### src/rtl/interleaver_pkg.sv
// Shared definitions for the interleaver SPI datapath: FSM states, SPI mode helpers, defaults.
package interleaver_pkg;

    typedef enum logic [2:0] {
        ST_IDLE     = 3'd0,
        ST_CS_SETUP = 3'd1,
        ST_SHIFT    = 3'd2,
        ST_CS_HOLD  = 3'd3,
        ST_GAP      = 3'd4
    } tx_state_e;

    localparam int unsigned SPI_MODE_0 = 0;
    localparam int unsigned SPI_MODE_1 = 1;
    localparam int unsigned SPI_MODE_2 = 2;
    localparam int unsigned SPI_MODE_3 = 3;

    localparam int unsigned DEFAULT_DATABYTES = 8;

    // Clock polarity is bit 1 of the mode number.
    function automatic logic spi_cpol(input int unsigned mode);
        return 1'(mode >> 1);
    endfunction

    // Clock phase is bit 0 of the mode number.
    function automatic logic spi_cpha(input int unsigned mode);
        return 1'(mode);
    endfunction

endpackage

### src/rtl/interleaved_frame_tx_half_tick.sv
// SPCK half-period timer: counts CLK_DIV cycles per half and pairs halves into bits.
module spi_half_tick #(
    parameter int unsigned CLK_DIV = 4
) (
    input  logic clk,
    input  logic rst_n,
    input  logic en_i,
    input  logic phase_clr_i,
    output logic half_done_o,
    output logic bit_done_o
);

    localparam int unsigned CW = (CLK_DIV > 1) ? $clog2(CLK_DIV) : 1;

    logic [CW-1:0] cnt_q, cnt_d;
    logic          phase_q, phase_d;
    logic          half_done_c;

    // Half ends on the last count; a bit ends on the second half.
    always_comb begin
        half_done_c = en_i && (cnt_q == CW'(CLK_DIV - 1));
        cnt_d       = cnt_q;
        phase_d     = phase_q;
        if (!en_i) begin
            cnt_d   = '0;
            phase_d = 1'b0;
        end else begin
            cnt_d = half_done_c ? '0 : cnt_q + 1'b1;
            if (phase_clr_i) begin
                phase_d = 1'b0;
            end else if (half_done_c) begin
                phase_d = ~phase_q;
            end
        end
    end

    assign half_done_o = half_done_c;
    assign bit_done_o  = half_done_c & phase_q;

    // Counter and phase registers.
    always_ff @(posedge clk or negedge rst_n) begin
        if (!rst_n) begin
            cnt_q   <= '0;
            phase_q <= 1'b0;
        end else begin
            cnt_q   <= cnt_d;
            phase_q <= phase_d;
        end
    end

endmodule

### src/rtl/interleaved_frame_tx.sv
// One-deep frame buffer plus SPI master that re-serialises each interleaved frame MSB-first.
module interleaved_frame_tx
    import interleaver_pkg::*;
#(
    parameter int unsigned SPI_MODE  = 1,
    parameter int unsigned DATABYTES = DEFAULT_DATABYTES,
    parameter int unsigned CLK_DIV   = 4,
    parameter int unsigned CNT_W     = 16
) (
    input  logic                   clk,
    input  logic                   rst_n,
    input  logic [8*DATABYTES-1:0] i_Frame,
    input  logic                   i_Frame_Valid,
    input  logic                   i_Clr_Overflow,
    output logic                   o_SPCK,
    output logic                   o_MOSI,
    output logic                   o_CS_n,
    output logic                   o_Busy,
    output logic                   o_Overflow,
    output logic [CNT_W-1:0]       o_TX_Count
);

    localparam int unsigned W    = 8 * DATABYTES;
    localparam int unsigned BW   = $clog2(W);
    localparam logic        CPOL = spi_cpol(SPI_MODE);
    localparam logic        CPHA = spi_cpha(SPI_MODE);

    tx_state_e          state_q, state_d;
    logic [W-1:0]       buf_q, buf_d;
    logic               buf_full_q, buf_full_d;
    logic [W-1:0]       shreg_q, shreg_d;
    logic [BW-1:0]      bit_cnt_q, bit_cnt_d;
    logic               prev_valid_q;
    logic               spck_q, spck_d;
    logic               mosi_q, mosi_d;
    logic               cs_n_q, cs_n_d;
    logic               busy_q, busy_d;
    logic               ovf_q, ovf_d;
    logic [CNT_W-1:0]   count_q, count_d;

    logic new_frame, drain, ovf_event, phase_clr, half_done, bit_done;

    spi_half_tick #(.CLK_DIV(CLK_DIV)) u_half_tick (
        .clk         (clk),
        .rst_n       (rst_n),
        .en_i        (state_q != ST_IDLE),
        .phase_clr_i (phase_clr),
        .half_done_o (half_done),
        .bit_done_o  (bit_done)
    );

    // Next state, buffer handling, and next values of the registered outputs.
    always_comb begin
        state_d   = state_q;
        shreg_d   = shreg_q;
        bit_cnt_d = bit_cnt_q;
        count_d   = count_q;
        mosi_d    = mosi_q;
        spck_d    = CPOL;
        drain     = 1'b0;
        phase_clr = 1'b0;

        case (state_q)
            ST_IDLE: begin
                if (buf_full_q) begin
                    drain   = 1'b1;
                    shreg_d = buf_q;
                    state_d = ST_CS_SETUP;
                end
            end
            ST_CS_SETUP: begin
                if (half_done) begin
                    state_d   = ST_SHIFT;
                    bit_cnt_d = '0;
                    phase_clr = 1'b1;
                end
            end
            ST_SHIFT: begin
                if (bit_done) begin
                    if (bit_cnt_q == BW'(W - 1)) begin
                        state_d = ST_CS_HOLD;
                    end else begin
                        bit_cnt_d = bit_cnt_q + 1'b1;
                        shreg_d   = {shreg_q[W-2:0], 1'b0};
                    end
                end
            end
            ST_CS_HOLD: begin
                if (half_done) begin
                    state_d = ST_GAP;
                    count_d = count_q + 1'b1;
                end
            end
            ST_GAP: begin
                if (half_done) begin
                    state_d = ST_IDLE;
                end
            end
            default: state_d = ST_IDLE;
        endcase

        // Outputs track the state being entered so they line up with state_q.
        cs_n_d = !((state_d == ST_CS_SETUP) || (state_d == ST_SHIFT) || (state_d == ST_CS_HOLD));
        if ((state_d == ST_CS_SETUP) || (state_d == ST_SHIFT)) begin
            mosi_d = shreg_d[W-1];
        end
        if (state_d == ST_SHIFT) begin
            if (state_q != ST_SHIFT) begin
                spck_d = CPHA ? ~CPOL : CPOL;
            end else if (half_done) begin
                spck_d = ~spck_q;
            end else begin
                spck_d = spck_q;
            end
        end

        // Single-entry buffer; a frame arriving while the slot drains takes the slot.
        new_frame  = i_Frame_Valid & ~prev_valid_q;
        ovf_event  = new_frame & buf_full_q & ~drain;
        buf_d      = buf_q;
        buf_full_d = buf_full_q;
        if (drain) begin
            buf_full_d = 1'b0;
        end
        if (new_frame && !ovf_event) begin
            buf_d      = i_Frame;
            buf_full_d = 1'b1;
        end
        if (ovf_event) begin
            ovf_d = 1'b1;
        end else if (i_Clr_Overflow) begin
            ovf_d = 1'b0;
        end else begin
            ovf_d = ovf_q;
        end

        busy_d = (state_d != ST_IDLE) || buf_full_d;
    end

    // State and output registers.
    always_ff @(posedge clk or negedge rst_n) begin
        if (!rst_n) begin
            state_q      <= ST_IDLE;
            buf_q        <= '0;
            buf_full_q   <= 1'b0;
            shreg_q      <= '0;
            bit_cnt_q    <= '0;
            prev_valid_q <= 1'b0;
            spck_q       <= CPOL;
            mosi_q       <= 1'b0;
            cs_n_q       <= 1'b1;
            busy_q       <= 1'b0;
            ovf_q        <= 1'b0;
            count_q      <= '0;
        end else begin
            state_q      <= state_d;
            buf_q        <= buf_d;
            buf_full_q   <= buf_full_d;
            shreg_q      <= shreg_d;
            bit_cnt_q    <= bit_cnt_d;
            prev_valid_q <= i_Frame_Valid;
            spck_q       <= spck_d;
            mosi_q       <= mosi_d;
            cs_n_q       <= cs_n_d;
            busy_q       <= busy_d;
            ovf_q        <= ovf_d;
            count_q      <= count_d;
        end
    end

    assign o_SPCK     = spck_q;
    assign o_MOSI     = mosi_q;
    assign o_CS_n     = cs_n_q;
    assign o_Busy     = busy_q;
    assign o_Overflow = ovf_q;
    assign o_TX_Count = count_q;

endmodule

### config.mk
export PLATFORM = sky130hd
export DESIGN_NAME = interleaved_frame_tx
export DESIGN_NICKNAME = d
export VERILOG_FILES = /design/src/rtl/interleaver_pkg.sv /design/src/rtl/interleaved_frame_tx_half_tick.sv /design/src/rtl/interleaved_frame_tx.sv
export SDC_FILE = /design/constraint.sdc
export NUM_CORES = 1
export LEC_CHECK = 0
export BUFFER_PORTS_ARGS = -buffer_cell sky130_fd_sc_hd__buf_2
export CORE_AREA = 2 2 119 121
export CTS_CLUSTER_SIZE = 8
export DETAILED_ROUTE_END_ITERATION = 6
export DIE_AREA = 0 0 121 123
export GPL_TIMING_DRIVEN = 0
export PLACE_DENSITY_LB_ADDON = 0.3
export SKIP_LAST_GASP = 1
export SYNTH_ARGS = -nofsm -noshare
export SYNTH_HDL_FRONTEND = slang
export SYNTH_SLANG_ARGS = --single-unit
### constraint.sdc
create_clock -name clk -period 2.4 [get_ports clk]
set_input_delay 0.24 -clock clk [delete_from_list [all_inputs] [get_ports clk]]
set_output_delay 0.24 -clock clk [all_outputs]
set_load 0.005 [all_outputs]
==> run metrics <==
outcome=finished clean; detailed router's first-iteration violation count=roughly 290; CTS H-tree lvls=4; CTS tree=done; GR Util All Layers=between 10% and 20%; final core utilization=58.34%; Final period util=87.98%; R2R setup slack=0.29 ns; Worst Setup End Kind=register; # setup viols final=0; die area=14,880 sq um; Clock Path Buffers=2; Avg Cell Area, Syn=about 12 sq um; die width=roughly 120 um; CTS Buf Count=17; Fin Setup TNS=0 ns; maximum clock frequency=473.6 MHz; Total Nets Final=between 700 and 800; number of vias per cell=between 5 and 6; final hold vios=0; CTS clock-pin slew for the worst setup and hold paths=~0.06 ns; Final HPWL DP=about 8500 um; Worst Path Arrival=approximately 2.4 ns; GRT Max-Usage Layer=met2; flops & latches, synth=163; pwr dens=around 750 nW/um^2; Final ANT Viol Nets=0; routing usage on met2=between 20% and 30%; postcts setup bufs=0; Post-Syn Nets=625; Final Max Tran Viols=0; CTS sink count=roughly 160; Clock Tree Root=clkbuf_16; I/O Pins=89; yosys warns=0; core box area=13,610 sq um; fin cells=roughly 860; GRT Residual Overflow=0; GRT met3 Usage=4.889%; R2R Path End=buf_q[40]; Initial Util=48.67%; CP required=around 2.7 ns; Tmin final=roughly 2.1 ns; Port Buffer Count=88; row count=between 40 and 50; DRC=0; Final Cell Area=a little under 8000 sq um; RSZ-0062 raised after global routing=no; Placed Area=roughly 7300 sq um; Slew HR=57.23%; pin count of the biggest net entering global routing=96; Reg power frac=just over 50%; Gate power share=4.8%; worst vdd ir=around 0.00048 V; Clock power frac=44.0%; Pre-antenna DRT Iters=5; WL/cell=14.44 um; first-pass GRT wire length=between 20,000 and 25,000 um; synthesized instance count=~550; vias in the first global route=around 4,400; post-synthesis sequential area ratio=61.59%; worst r2r path cells=6; Synth-to-Final Area Change=19.87%; leakage=4.077 nW; placed cells=approximately 820; met1 GRT Util=between 20% and 30%; Slew @ Worst Pin=0.6416 ns; Sw Pwr=between 0.001 and 0.0015 W; initial antenna violation count=0; Worst R2R Start=state_q[2]; Hold Path Class=in2reg; Clock Skews=roughly 0.016 ns; Pwr Total=a little under 0.006 W; worst skew pair latency=about 0.43 ns; Setup CP Type=reg2reg; Final Wtd Congestion=approximately 0.73; share of cells above drive strength 1=29.50%; critical path endpoint=buf_q[40]; Critical Path Start=state_q[2]; Int Pwr=0.004656 W; drt total wl=roughly 12,000 um; crit start category=register; synthesized area=~6600 sq um; switching fraction of total power=around 22%; Yosys cell types=39; chip height=around 120 um; number of max-cap violations=0; Worst Path Max Fanout=10; Vias=4,443
==> power groups by stage <==
stage,combinational [W],clock (W),sequential (W)
final,0.000288,0.00262,0.00305
after global routing,0.000326,0.00279,0.00308
after CTS,0.000298,0.00268,0.00306
after detailed placement,0.000293,0,0.00311
after global placement,0.000271,0,0.00310
after floorplan,0.000160,0,0.00306
==> worst max-delay path, stage by stage, from the launching register on <==
cell,delay [ns]
dfrtp_1,0.36
buf_4,0.16
nor3_2,0.27
nand2b_1,0.16
nand2_1,0.35
buf_2,0.35
mux2_1,0.33
==> synthesized netlist by cell type <==
| cell type | instances | area (sq um) |
|---|---|---|
| a21o_1 | 1 | 7.510 |
| a22o_1 | 1 | 8.760 |
| a22oi_1 | 63 | 473.0 |
| a311o_4 | 1 | 20.02 |
| and2_4 | 1 | 8.760 |
| and3_1 | 6 | 37.54 |
| and4b_1 | 1 | 10.01 |
| and4bb_1 | 1 | 12.51 |
| buf_1 | 3 | 11.26 |
| buf_2 | 19 | 95.09 |
| buf_4 | 3 | 22.52 |
| buf_6 | 2 | 22.52 |
| clkbuf_1 | 6 | 22.52 |
| dfrtp_1 | 162 | 4054 |
| dfstp_2 | 1 | 26.28 |
| ha_1 | 3 | 37.54 |
| inv_1 | 1 | 3.750 |
| mux2_1 | 17 | 191.4 |
| mux2_2 | 48 | 540.5 |
| mux2_4 | 1 | 15.01 |
| mux2i_1 | 1 | 10.01 |
| nand2_1 | 144 | 540.5 |
| nand2b_1 | 6 | 37.54 |
| nand3_1 | 2 | 10.01 |
| nand3b_1 | 1 | 7.510 |
| nand4_1 | 7 | 43.79 |
| nand4b_1 | 1 | 8.760 |
| nor2_1 | 14 | 52.55 |
| nor2_2 | 1 | 6.260 |
| nor2b_1 | 2 | 12.51 |
| nor3_1 | 3 | 15.01 |
| nor3_2 | 1 | 10.01 |
| nor3b_1 | 1 | 7.510 |
| o211a_1 | 1 | 10.01 |
| o21ai_0 | 3 | 15.01 |
| o22ai_1 | 1 | 6.260 |
| or4b_2 | 1 | 10.01 |
| xnor2_1 | 12 | 105.1 |
| xor2_1 | 11 | 96.34 |
==> logic make-up after synthesis <==
logic type / Yosys count / synth area share (%)
buf+inv: 34 / 2.682
fa+ha+maj: 3 / 0.5666
simple gates: 193 / 12.54
compound gates: 71 / 8.159
mux: 67 / 11.43
flops: 163 / 61.59
xor+xnor: 23 / 3.041
==> cell type report <==
type	count	area, sq um
plain buffers	33	173.9
inverters	1	3.754
multi-input cells	357	2367
clock buffers	21	480.5
well taps	180	225.2
repair buffers	92	504.2
clock inverters	11	103.9
diodes	1	2.502
fillers	1116	5670
flip-flops and latches	163	4080
==> flip-flops by register name, summed over array words and instances (netlist names), 2 cells and up <==
name	count
buf_q	64
shreg_q	64
o_TX_Count	16
bit_cnt_q	6
state_q	3
u_half_tick.cnt_q	2
==> per-layer routing <==
metal	vias to the layer above	part of all wire, %
met2	88	50
met1	2210	44
met5	-	0
li1	2131	-
met4	0	1.5
met3	14	4.4
==> cells in the final DEF (no fill, tap or decap), drive strengths merged, types with 2 or more instances in the layout <==
cell	instances
dfrtp	162
dlygate4sd3	3
clkbuf	27
clkinv	5
nand2	144
buf	116
nor2	15
xnor2	12
nor2b	2
xor2	11
nand3	2
clkinvlp	5
nor3	4
mux2	66
nand4	7
ha	3
and3	6
o21ai	3
a22oi	63
nand2b	6
==> what timing repair did <==
action	4_1_cts	5_1_grt
resized for setup	0	0
endpoints found under the hold margin	70	0
hold buffers	3	0
==> metrics by stage <==
step	setup slack, ns	hold slack (ns)
2_1_floorplan	0.6076	-0.05559
3_3_place_gp	-1.202	0.3626
3_5_place_dp	0.2665	0.2773
4_1_cts	0.2395	0.008024
5_1_grt	0.1858	0.01453
6_report	0.2886	0.01597
==> worst min-delay path by stage <==
stage	cells after the start	to	start	slack, ns
finish	2	buf_q[5]	i_Frame[5]	0.02
detailed placement	1	o_TX_Count[2]	rst_n	0.28
global route	2	buf_q[45]	i_Frame[45]	0.01
floorplan	0	bit_cnt_q[0]	rst_n	-0.06
CTS	2	buf_q[5]	i_Frame[5]	0.008
global placement	1	prev_valid_q	i_Frame_Valid	0.36
Note: power is estimated with default switching activity, not from simulation.
